==> src/rtl/proc_ctrl_pkg.sv <==
// Shared encodings for the processor run controller: FSM states, halt codes
// and the default halt instruction word.
package proc_ctrl_pkg;

  typedef enum logic [2:0] {
    ST_IDLE = 3'd0,
    ST_LOAD = 3'd1,
    ST_HOLD = 3'd2,
    ST_RUN  = 3'd3,
    ST_DONE = 3'd4
  } state_e;

  typedef enum logic [1:0] {
    HALT_NONE    = 2'd0,
    HALT_INSTR   = 2'd1,
    HALT_PC_LOOP = 2'd2,
    HALT_BUDGET  = 2'd3
  } halt_e;

  localparam logic [31:0] HALT_WORD_DEFAULT = 32'hFFFF_FFFF;
  localparam int          HOLD_CNT_W        = 4;

endpackage

==> src/rtl/proc_run_ctrl_if.sv <==
// Program-load stream and instruction-memory write port of the run controller.
// The controller is the slave; the top level / bench is the master.
interface proc_run_ctrl_if #(
  parameter int ADDR_W = 8
);
  logic              ld_valid;
  logic [31:0]       ld_data;
  logic              ld_ready;
  logic              imem_we;
  logic [ADDR_W-1:0] imem_addr;
  logic [31:0]       imem_wdata;

  modport master (
    output ld_valid, ld_data,
    input  ld_ready, imem_we, imem_addr, imem_wdata
  );

  modport slave (
    input  ld_valid, ld_data,
    output ld_ready, imem_we, imem_addr, imem_wdata
  );
endinterface

==> src/rtl/proc_run_ctrl_load.sv <==
// Load sequencer: word-address counter, registered instruction-memory write
// path and the word-count compare that ends the LOAD phase.
module load_sequencer #(
  parameter int ADDR_W = 8
) (
  input  logic              clk,
  input  logic              start_up_n,
  input  logic              clear,      // accepted go: rewind and latch length
  input  logic              flush,      // abort: drop any pending write
  input  logic              active,     // controller is in LOAD
  input  logic [ADDR_W:0]   load_len,
  input  logic              ld_valid,
  input  logic [31:0]       ld_data,
  output logic              imem_we,
  output logic [ADDR_W-1:0] imem_addr,
  output logic [31:0]       imem_wdata,
  output logic              last
);

  logic [ADDR_W-1:0] wr_ptr;
  logic [ADDR_W:0]   word_cnt;
  logic [ADDR_W:0]   len_q;
  logic              accept;

  assign accept = active & ld_valid;
  assign last   = accept && ((word_cnt + (ADDR_W+1)'(1)) == len_q);

  always_ff @(posedge clk or negedge start_up_n) begin
    if (!start_up_n) begin
      wr_ptr     <= '0;
      word_cnt   <= '0;
      len_q      <= '0;
      imem_we    <= 1'b0;
      imem_addr  <= '0;
      imem_wdata <= '0;
    end else if (flush) begin
      imem_we <= 1'b0;
    end else if (clear) begin
      wr_ptr   <= '0;
      word_cnt <= '0;
      len_q    <= load_len;
      imem_we  <= 1'b0;
    end else begin
      // NOTE: non-blocking assignments so every register samples pre-edge values;
      // imem_addr must get the old wr_ptr, not the incremented one.
      imem_we <= accept;
      if (accept) begin
        imem_addr  <= wr_ptr;
        imem_wdata <= ld_data;
        wr_ptr     <= wr_ptr + ADDR_W'(1);
        word_cnt   <= word_cnt + (ADDR_W+1)'(1);
      end
    end
  end

endmodule

==> src/rtl/proc_run_ctrl.sv <==
// Run controller: loads a program, holds then releases the processor, counts
// RUN cycles and stops on a halt word, a PC self-loop or the cycle budget.
module proc_run_ctrl
  import proc_ctrl_pkg::*;
#(
  parameter int          ADDR_W    = 8,
  parameter int          CYC_W     = 16,
  parameter int          HOLD_CYC  = 2,
  parameter logic [31:0] HALT_WORD = HALT_WORD_DEFAULT
) (
  input  logic                clk,
  input  logic                start_up_n,
  input  logic                go,
  input  logic                abort,
  input  logic [ADDR_W:0]     load_len,
  proc_run_ctrl_if.slave      bus,
  output logic                proc_start_up,
  input  logic [31:0]         pc_in,
  input  logic [31:0]         instr_in,
  input  logic [CYC_W-1:0]    max_cycles,
  output logic                running,
  output logic                done,
  output logic [1:0]          halt_reason,
  output logic [CYC_W-1:0]    cycle_count
);

  state_e                state, state_nxt;
  halt_e                 halt_q, halt_nxt;
  logic [CYC_W-1:0]      max_q;
  logic [CYC_W-1:0]      cyc_inc;
  logic [31:0]           pc_q;
  logic                  pc_valid;   // pc_q holds a value from this run's previous cycle
  logic [HOLD_CNT_W-1:0] hold_cnt;
  logic                  go_ok;
  logic                  ld_last;

  assign go_ok   = go && !abort && (state == ST_IDLE || state == ST_DONE);
  assign cyc_inc = (&cycle_count) ? cycle_count : cycle_count + CYC_W'(1);

  assign bus.ld_ready  = (state == ST_LOAD);
  assign running       = (state == ST_RUN);
  assign done          = (state == ST_DONE);
  assign proc_start_up = (state != ST_RUN);
  assign halt_reason   = halt_q;

  load_sequencer #(.ADDR_W(ADDR_W)) u_load (
    .clk        (clk),
    .start_up_n (start_up_n),
    .clear      (go_ok),
    .flush      (abort),
    .active     (state == ST_LOAD),
    .load_len   (load_len),
    .ld_valid   (bus.ld_valid),
    .ld_data    (bus.ld_data),
    .imem_we    (bus.imem_we),
    .imem_addr  (bus.imem_addr),
    .imem_wdata (bus.imem_wdata),
    .last       (ld_last)
  );

  always_comb begin
    // NOTE: defaults first so no path leaves a variable unassigned (no latches).
    state_nxt = state;
    halt_nxt  = HALT_NONE;

    if (state == ST_RUN) begin
      if (instr_in == HALT_WORD)                   halt_nxt = HALT_INSTR;
      else if (pc_valid && pc_in == pc_q)          halt_nxt = HALT_PC_LOOP;
      else if (max_q != '0 && cyc_inc == max_q)    halt_nxt = HALT_BUDGET;
    end

    if (abort) begin
      state_nxt = ST_IDLE;
    end else begin
      unique case (state)
        ST_IDLE, ST_DONE: if (go) state_nxt = (load_len != '0) ? ST_LOAD : ST_HOLD;
        ST_LOAD:          if (ld_last) state_nxt = ST_HOLD;
        ST_HOLD:          if (hold_cnt == HOLD_CNT_W'(HOLD_CYC - 1)) state_nxt = ST_RUN;
        ST_RUN:           if (halt_nxt != HALT_NONE) state_nxt = ST_DONE;
        default:          state_nxt = ST_IDLE;
      endcase
    end
  end

  always_ff @(posedge clk or negedge start_up_n) begin
    if (!start_up_n) begin
      state       <= ST_IDLE;
      halt_q      <= HALT_NONE;
      cycle_count <= '0;
      max_q       <= '0;
      pc_q        <= '0;
      pc_valid    <= 1'b0;
      hold_cnt    <= '0;
    end else begin
      state    <= state_nxt;
      hold_cnt <= (state == ST_HOLD) ? hold_cnt + HOLD_CNT_W'(1) : '0;
      pc_valid <= (state == ST_RUN);
      if (state == ST_RUN) begin
        pc_q        <= pc_in;
        cycle_count <= cyc_inc;
      end

      if (abort) begin
        halt_q <= HALT_NONE;
      end else if (go_ok) begin
        halt_q      <= HALT_NONE;
        cycle_count <= '0;
        max_q       <= max_cycles;
      end else if (state == ST_RUN && halt_nxt != HALT_NONE) begin
        halt_q <= halt_nxt;
      end
    end
  end

endmodule
==> src/flat_wrapper.sv <==
// flat-port wrapper written by rule: the top's interface ports become plain ports
module proc_run_ctrl_flat import proc_ctrl_pkg::*;
#(
  parameter int          ADDR_W    = 8,
  parameter int          CYC_W     = 16,
  parameter int          HOLD_CYC  = 2,
  parameter logic [31:0] HALT_WORD = HALT_WORD_DEFAULT
)
  (clk, start_up_n, go, abort, load_len, proc_start_up, pc_in, instr_in, max_cycles, running, done, halt_reason, cycle_count, bus_ld_valid, bus_ld_data, bus_ld_ready, bus_imem_we, bus_imem_addr, bus_imem_wdata);
  proc_run_ctrl_if #(.ADDR_W(ADDR_W)) bus_i ();
  input  logic clk;
  input  logic start_up_n;
  input  logic go;
  input  logic abort;
  input  logic [ADDR_W:0] load_len;
  output logic proc_start_up;
  input  logic [31:0] pc_in;
  input  logic [31:0] instr_in;
  input  logic [CYC_W-1:0] max_cycles;
  output logic running;
  output logic done;
  output logic [1:0] halt_reason;
  output logic [CYC_W-1:0] cycle_count;
  input wire logic [$bits(bus_i.ld_valid)-1:0] bus_ld_valid;
  input wire logic [$bits(bus_i.ld_data)-1:0] bus_ld_data;
  output wire logic [$bits(bus_i.ld_ready)-1:0] bus_ld_ready;
  output wire logic [$bits(bus_i.imem_we)-1:0] bus_imem_we;
  output wire logic [$bits(bus_i.imem_addr)-1:0] bus_imem_addr;
  output wire logic [$bits(bus_i.imem_wdata)-1:0] bus_imem_wdata;
  assign bus_i.ld_valid = bus_ld_valid;
  assign bus_i.ld_data = bus_ld_data;
  assign bus_ld_ready = bus_i.ld_ready;
  assign bus_imem_we = bus_i.imem_we;
  assign bus_imem_addr = bus_i.imem_addr;
  assign bus_imem_wdata = bus_i.imem_wdata;
  proc_run_ctrl #(.ADDR_W(ADDR_W), .CYC_W(CYC_W), .HOLD_CYC(HOLD_CYC), .HALT_WORD(HALT_WORD)) u_core (.clk(clk), .start_up_n(start_up_n), .go(go), .abort(abort), .load_len(load_len), .bus(bus_i), .proc_start_up(proc_start_up), .pc_in(pc_in), .instr_in(instr_in), .max_cycles(max_cycles), .running(running), .done(done), .halt_reason(halt_reason), .cycle_count(cycle_count));
endmodule
==> config.mk <==
export PLATFORM = sky130hd
export DESIGN_NAME = proc_run_ctrl_flat
export DESIGN_NICKNAME = d
export VERILOG_FILES = /design/src/rtl/proc_ctrl_pkg.sv /design/src/rtl/proc_run_ctrl_if.sv /design/src/rtl/proc_run_ctrl_load.sv /design/src/rtl/proc_run_ctrl.sv /design/src/flat_wrapper.sv
export SDC_FILE = /design/constraint.sdc
export NUM_CORES = 1
export LEC_CHECK = 0
export BUFFER_PORTS_ARGS = -buffer_cell sky130_fd_sc_hd__clkbuf_2
export CORE_MARGIN = 2
export CORE_UTILIZATION = 53
export DETAILED_ROUTE_END_ITERATION = 6
export PLACE_DENSITY = 0.87
export SLEW_MARGIN = 20
export SYNTH_ARGS = -nofsm -noshare
export SYNTH_HDL_FRONTEND = slang
export SYNTH_HIERARCHICAL = 1
export SYNTH_SLANG_ARGS = --single-unit
==> constraint.sdc <==
create_clock -name clk -period 3.39 [get_ports clk]
set_input_delay 0.339 -clock clk [delete_from_list [all_inputs] [get_ports clk]]
set_output_delay 0.339 -clock clk [all_outputs]
set_load 0.02 [all_outputs]
==> Yosys cells after proc, flatten, opt, wreduce, memory -nomap -nowiden <==
Index checks and enable logic that the tools add are counted.
{ "word_totals": {"out_inout_bits": 63, "in_bits": 126, "regBits": 141} }
{ "op_classes": {"bitwise_logic": 3, "reduce_logical": 20, "mux": 25, "eq_ne": 14, "add_sub_neg": 4} }
{ "op_table": {"columns": ["op", "n"], "rows": [
  ["$mux W16", 4],
  ["$eq A32 B32 Y1", 1],
  ["$eq A32 B32 Y1 const B", 1],
  ["$mux W9", 2],
  ["$add A16 B1 Y16 const B", 1],
  ["$eq A16 B16 Y1", 1],
  ["$mux W2", 8],
  ["$mux W8", 2],
  ["$reduce_and A16 Y1", 1],
  ["$reduce_bool A16 Y1", 1],
  ["$mux W3", 5],
  ["$ne A3 B2 Y1 const B", 4],
  ["$pmux W3 S4", 1],
  ["$add A9 B1 Y9 const B", 1],
  ["$eq A9 B9 Y1", 1],
  ["$reduce_bool A9 Y1", 1],
  ["$add A8 B1 Y8 const B", 1],
  ["$eq A3 B2 Y1 const B", 2],
  ["$logic_and A1 B1 Y1", 6],
  ["$add A4 B1 Y4 const B", 1],
  ["$eq A4 B1 Y1 const B", 1],
  ["$mux W4", 1],
  ["$reduce_and A2 Y1", 2],
  ["$reduce_and A4 Y1", 1],
  ["other kinds (13)", 16]
]} }

==> Depth between registers and ports, before layout <==
{ "depth": {"depth_word": 13, "depth_mapped": 14, "ltp_nobuf": 13} }

==> Modules after synthesis <==
The synthesis kept the hierarchy.
{ "by_module_without_submodules": {"columns": ["module", "cells_per_inst", "instances", "area_per_inst_um2"], "rows": [
  ["proc_run_ctrl", 480, 1, 4265.3],
  ["load_sequencer", 308, 1, 2944.1]
]} }

==> Worst setup path after synthesis <==
No wires, ideal clock.
{ "synth_timing": {"path_kind": "reg2reg", "startpoint": "register u_core.state[0]", "endpoint": "register u_core.state[0]", "required_ns": 3.265, "arrival_ns": 2.903, "path_stages_with_launch": 14, "path_buffers": 1, "period_less_slack_ns": 3.028, "setup_time_ns": 0.125, "setup_slack_ns": 0.362, "cell_sequence": "dfrtp_1 -> clkbuf_1 -> nor3b_1 -> nand2_1 -> nor3_1 -> o2111ai_1 -> a2111oi_2 -> nor2_1 -> nand2_1 -> o21ai_0 -> a21oi_1 -> nor2_1 -> nor3_2 -> mux2_4"} }
{ "synth_between": {"elab_chain_cells": 5} }
{ "synth_rtl": {"columns": ["item", "line", "rtl"], "rows": [
  ["start: declaration", "proc_run_ctrl.sv:27", "state_e state, state_nxt;"],
  ["start signal: assignment", "proc_run_ctrl.sv:95", "state <= state_nxt;"],
  ["$eq A3 B1 Y1", null, null],
  ["via bus_ld_ready", "flat_wrapper.sv:26", "output wire logic [$bits(bus_i.ld_ready)-1:0] bus_ld_ready;"],
  ["$and A1 B1 Y1", "proc_run_ctrl_load.sv:25", "assign accept = active & ld_valid;"],
  ["$logic_and A1 B1 Y1", "proc_run_ctrl_load.sv:26", "assign last = accept && ((word_cnt + (ADDR_W+1)'(1)) == len_q);"],
  ["via u_core.ld_last", "proc_run_ctrl.sv:35", "logic ld_last;"],
  ["$ne A3 B2 Y1 (no line)", null, null],
  ["$reduce_and A4 Y1 (no line)", null, null]
]} }
The timed path passes the listed nets, and every way through them passes these cells.
A chain may end at the register's enable or synchronous reset.

==> Final worst setup path <==
{ "layout_timing": {"startpoint": "register u_core.u_load.word_cnt[0]", "endpoint": "register u_core.state[0]"} }
{ "layout_between": {"elab_chain_cells": 5} }
{ "layout_rtl": {"columns": ["item", "line", "rtl"], "rows": [
  ["start: declaration", "proc_run_ctrl_load.sv:21", "logic [ADDR_W:0] word_cnt;"],
  ["start signal: assignment", "proc_run_ctrl_load.sv:51", "word_cnt <= word_cnt + (ADDR_W+1)'(1);"],
  ["$add A9 B1 Y9", "proc_run_ctrl_load.sv:26", null],
  ["$eq A9 B9 Y1", "proc_run_ctrl_load.sv:26", null],
  ["$logic_and A1 B1 Y1", "proc_run_ctrl_load.sv:26", null],
  ["via u_core.ld_last", "proc_run_ctrl.sv:35", null],
  ["$ne A3 B2 Y1 (no line)", null, null],
  ["$reduce_and A4 Y1 (no line)", null, null]
]} }
The timed path passes the listed nets, and every way through them passes these cells.

==> qor.csv <==
metric,value,unit
status,"finished, final reports clean",
area_delta_synth_final,22.8,%
clock_skew,9.34,ps
coreArea,13200,um2
io_buffers,188,
r2r-end,u_core/state[0]$_DFFE_PN0P_,
postRouteWirelength,17300,um
synth_fa_ha_area_share,0.868,%
fp.dieH,121,um
synth_seq_cells,141,
hpwl,12200,um
nets,1093,
pwr_density_cell,778,nW/um2
layout_commonest_cell,nand2_1,
synth_largest_area_cell,dfrtp_1,
post_cts_buffers,0,
grt_usage,24.5,%
yosysWarnings,6,
path_class,reg2reg,
die_w,121,um
antenna_found_initial,0,
critPathCaptureType,flip-flop,
synth.area.mux_share,4.67,%
grt_start_max_net_pins,81,
wl_per_cell,15.1,um
max-cap-violations,0,
path_delay_family,simple AND/OR/NAND/NOR gates,
finalSetupTns,0,ps
clkTransAtPathRegs,60,ps
first_pass_iters,5,
yosysUniqueCellTypes,65,
peakVddDrop,0.493,mV
path_buf_inv,0,
path_cells,ha_1 > nand4_1 > nor3_2 > xnor3_1 > a2111oi_2 > nor2_1 > nand2_1 > o21ai_0 > a21oi_1 > nor2_1 > nor3_4 > mux2_4,
drtIter0Drc,375,
hold_viol,0,
num_vias,6275,
slew_viol_final,0,
p_leak,4.35,nW
grt_setup_unrepaired,false,
cts-root-buf,clkbuf_16,
antennaDiodeCount,0,
netlist_area,7210,um2
final_cell_mix,"248 x nand2_1, 187 x clkbuf_2, 141 x dfrtp_1, 46 x xnor2_1, 41 x nor2_1",
grt_pass1_vias,5977,
rr_startpoint,u_core/u_load/word_cnt[0]$_DFFE_PN0P_,
synth_top_family_by_area,simple AND/OR/NAND/NOR gates,
cts_sinks,141,
dieArea,14600,um2
vias_per_cell,5.45,
synthCells,788,
synth_ff_type,dfrtp_1,
setup_ws,287,ps
holdPathStages,3,
total_power,6.89,mW
post-route-drc-count,0,
r2r_setup_slack,290,ps
arrival,3400,ps
synth_nets,919,
drive_gt1_share,27.4,%
clock.fmax,0.322,GHz
nFillCells,1075,
critPathLaunchType,flip-flop,
fin_hold_ws,110,ps
synth_edf_count,0,
gp_congestion,0.946,
cts_buffers,17,
syn_area_per_cell,9.15,um2
synthSimpleGateAreaFrac,25.4,%
cts_buffer_depth,2,
cpPeakStageDelay,460,ps
relSlewSlack,45.9,%
grt.overflow.total,0,
drtAntennaViolNets,0,
htree_num_levels,4,
worst_pin_slew,810,ps
fp-row-count,42,
period_share,91.5,%
ys_seq_area_share,48.9,%
period_minus_slack,3100,ps
grt_pass1_wl,28400,um
holdPathEnd,u_core/u_load/imem_wdata[20]$_DFFE_PN0P_,
cp.depth,12,
ios,189,
preCtsSetupSlack,172,ps
postLayoutCellArea,8850,um2
ys_top_cells_by_area,"dfrtp_1 49%, nand2_1 13%, xnor2_1 5.6%, mux2_2 3.9%, xor2_1 2.6%",
ys_async_sr_fraction,100,%
synth_top_area_share,48.9,%
cts_tree,yes,
cp_slowest_cell,dfrtp_1,
hold_start,bus_ld_data[20],
synth-compound-area-share,8.14,%
critPathLaunch,u_core/u_load/word_cnt[0]$_DFFE_PN0P_,
clk_latency,420,ps
placed_area,8260,um2
crit_required,3690,ps
synth_xor_area_share,8.76,%
cp_max_fo,8,
rr_worst_depth,12,
cp_common_cell,nor2_1,
setup_viol_count_final,0,
min_path_type,in2reg,
start_util,54.4,%
==> timing repair <==
action | 4_1_cts | 5_1_grt
setup endpoints to repair | 0 | 3
resized for setup | 0 | 2
endpoints found under the hold margin | 54 | 0
hold buffers | 1 | 0
==> worst max-delay path by stage <==
stage | endpoint | slack, ps
floorplan | u_core/state[0]$_DFFE_PN0P_ | 360
global placement | u_core/state[0]$_DFFE_PN0P_ | 280
detailed placement | u_core/state[0]$_DFFE_PN0P_ | 170
CTS | u_core/state[0]$_DFFE_PN0P_ | 150
global route | u_core/state[0]$_DFFE_PN0P_ | 20
finish | u_core/state[0]$_DFFE_PN0P_ | 290
==> sequential cells by signal (all words and copies together) (netlist names) <==
register,cells
u_core/cycle_count,16
u_core/halt_reason,2
u_core/hold_cnt,4
u_core/max_q,16
u_core/pc_q,32
u_core/pc_valid,1
u_core/state,3
u_core/u_load/imem_addr,8
u_core/u_load/imem_wdata,32
u_core/u_load/imem_we,1
u_core/u_load/len_q,9
u_core/u_load/word_cnt,9
u_core/u_load/wr_ptr,8
==> stage by stage <==
stage	instances	util, %
after global routing	1151	66.9
after detailed placement	1118	62.4
final	1151	66.9
after floorplan	788	-
after global placement	1118	62.4
after CTS	1151	66.8
==> worst reg2reg max path: stages, from the launching register on <==
cell       delay [ps]
dfrtp_1           460
ha_1              340
nand4_1           210
nor3_2            270
xnor3_1           270
a2111oi_2         350
nor2_1             70
nand2_1            60
o21ai_0            90
a21oi_1           150
nor2_1             90
nor3_4            300
mux2_4            330
==> cells by family after synthesis <==
kind of cell,after synthesis
simple gates,400
compound gates,92
xor+xnor,69
buf+inv,51
flops,141
fa+ha+maj,5
mux,30
==> cell usage after synthesis (all sizes together) (14+ instances only) <==
cell type and n:
dfrtp 141, clkbuf 27, o21ai 32, buf 15
nor2 42, nor4 14, nand4 25, a21oi 19
xor2 21, mux2 26, nor3 15, nand3 14
xnor2 46, nand2 248
==> area by class of cell <==
| type | count | area (um2) | area share, % |
|---|---|---|---|
| Clock inverter | 9 | 85.1 | 0.961 |
| Inverter | 9 | 33.8 | 0.382 |
| Timing Repair Buffer | 197 | 1030 | 11.6 |
| Tap cell | 176 | 220 | 2.49 |
| Multi-Input combinational cell | 596 | 3470 | 39.2 |
| Sequential cell | 141 | 3530 | 39.8 |
| Clock buffer | 23 | 488 | 5.51 |
==> where the power goes <==
| part | internal [mW] | switching (mW) | total (mW) |
|---|---|---|---|
| sequential | 2.29 | 0.525 | 2.81 |
| clock | 1.09 | 0.691 | 1.78 |
| combinational | 1.02 | 1.27 | 2.30 |
| total | 4.40 | 2.49 | 6.89 |
==> metal layers <==
metal | wire length, um | track usage [%] | up-vias
li1 | - | - | 3029
met1 | 7210 | 32.0 | 2972
met2 | 8430 | 39.5 | 241
met3 | 1260 | 6.08 | 33
met4 | 440 | 9.59 | 0
met5 | 0 | 0 | -
Power figures use the tool's default switching activity.
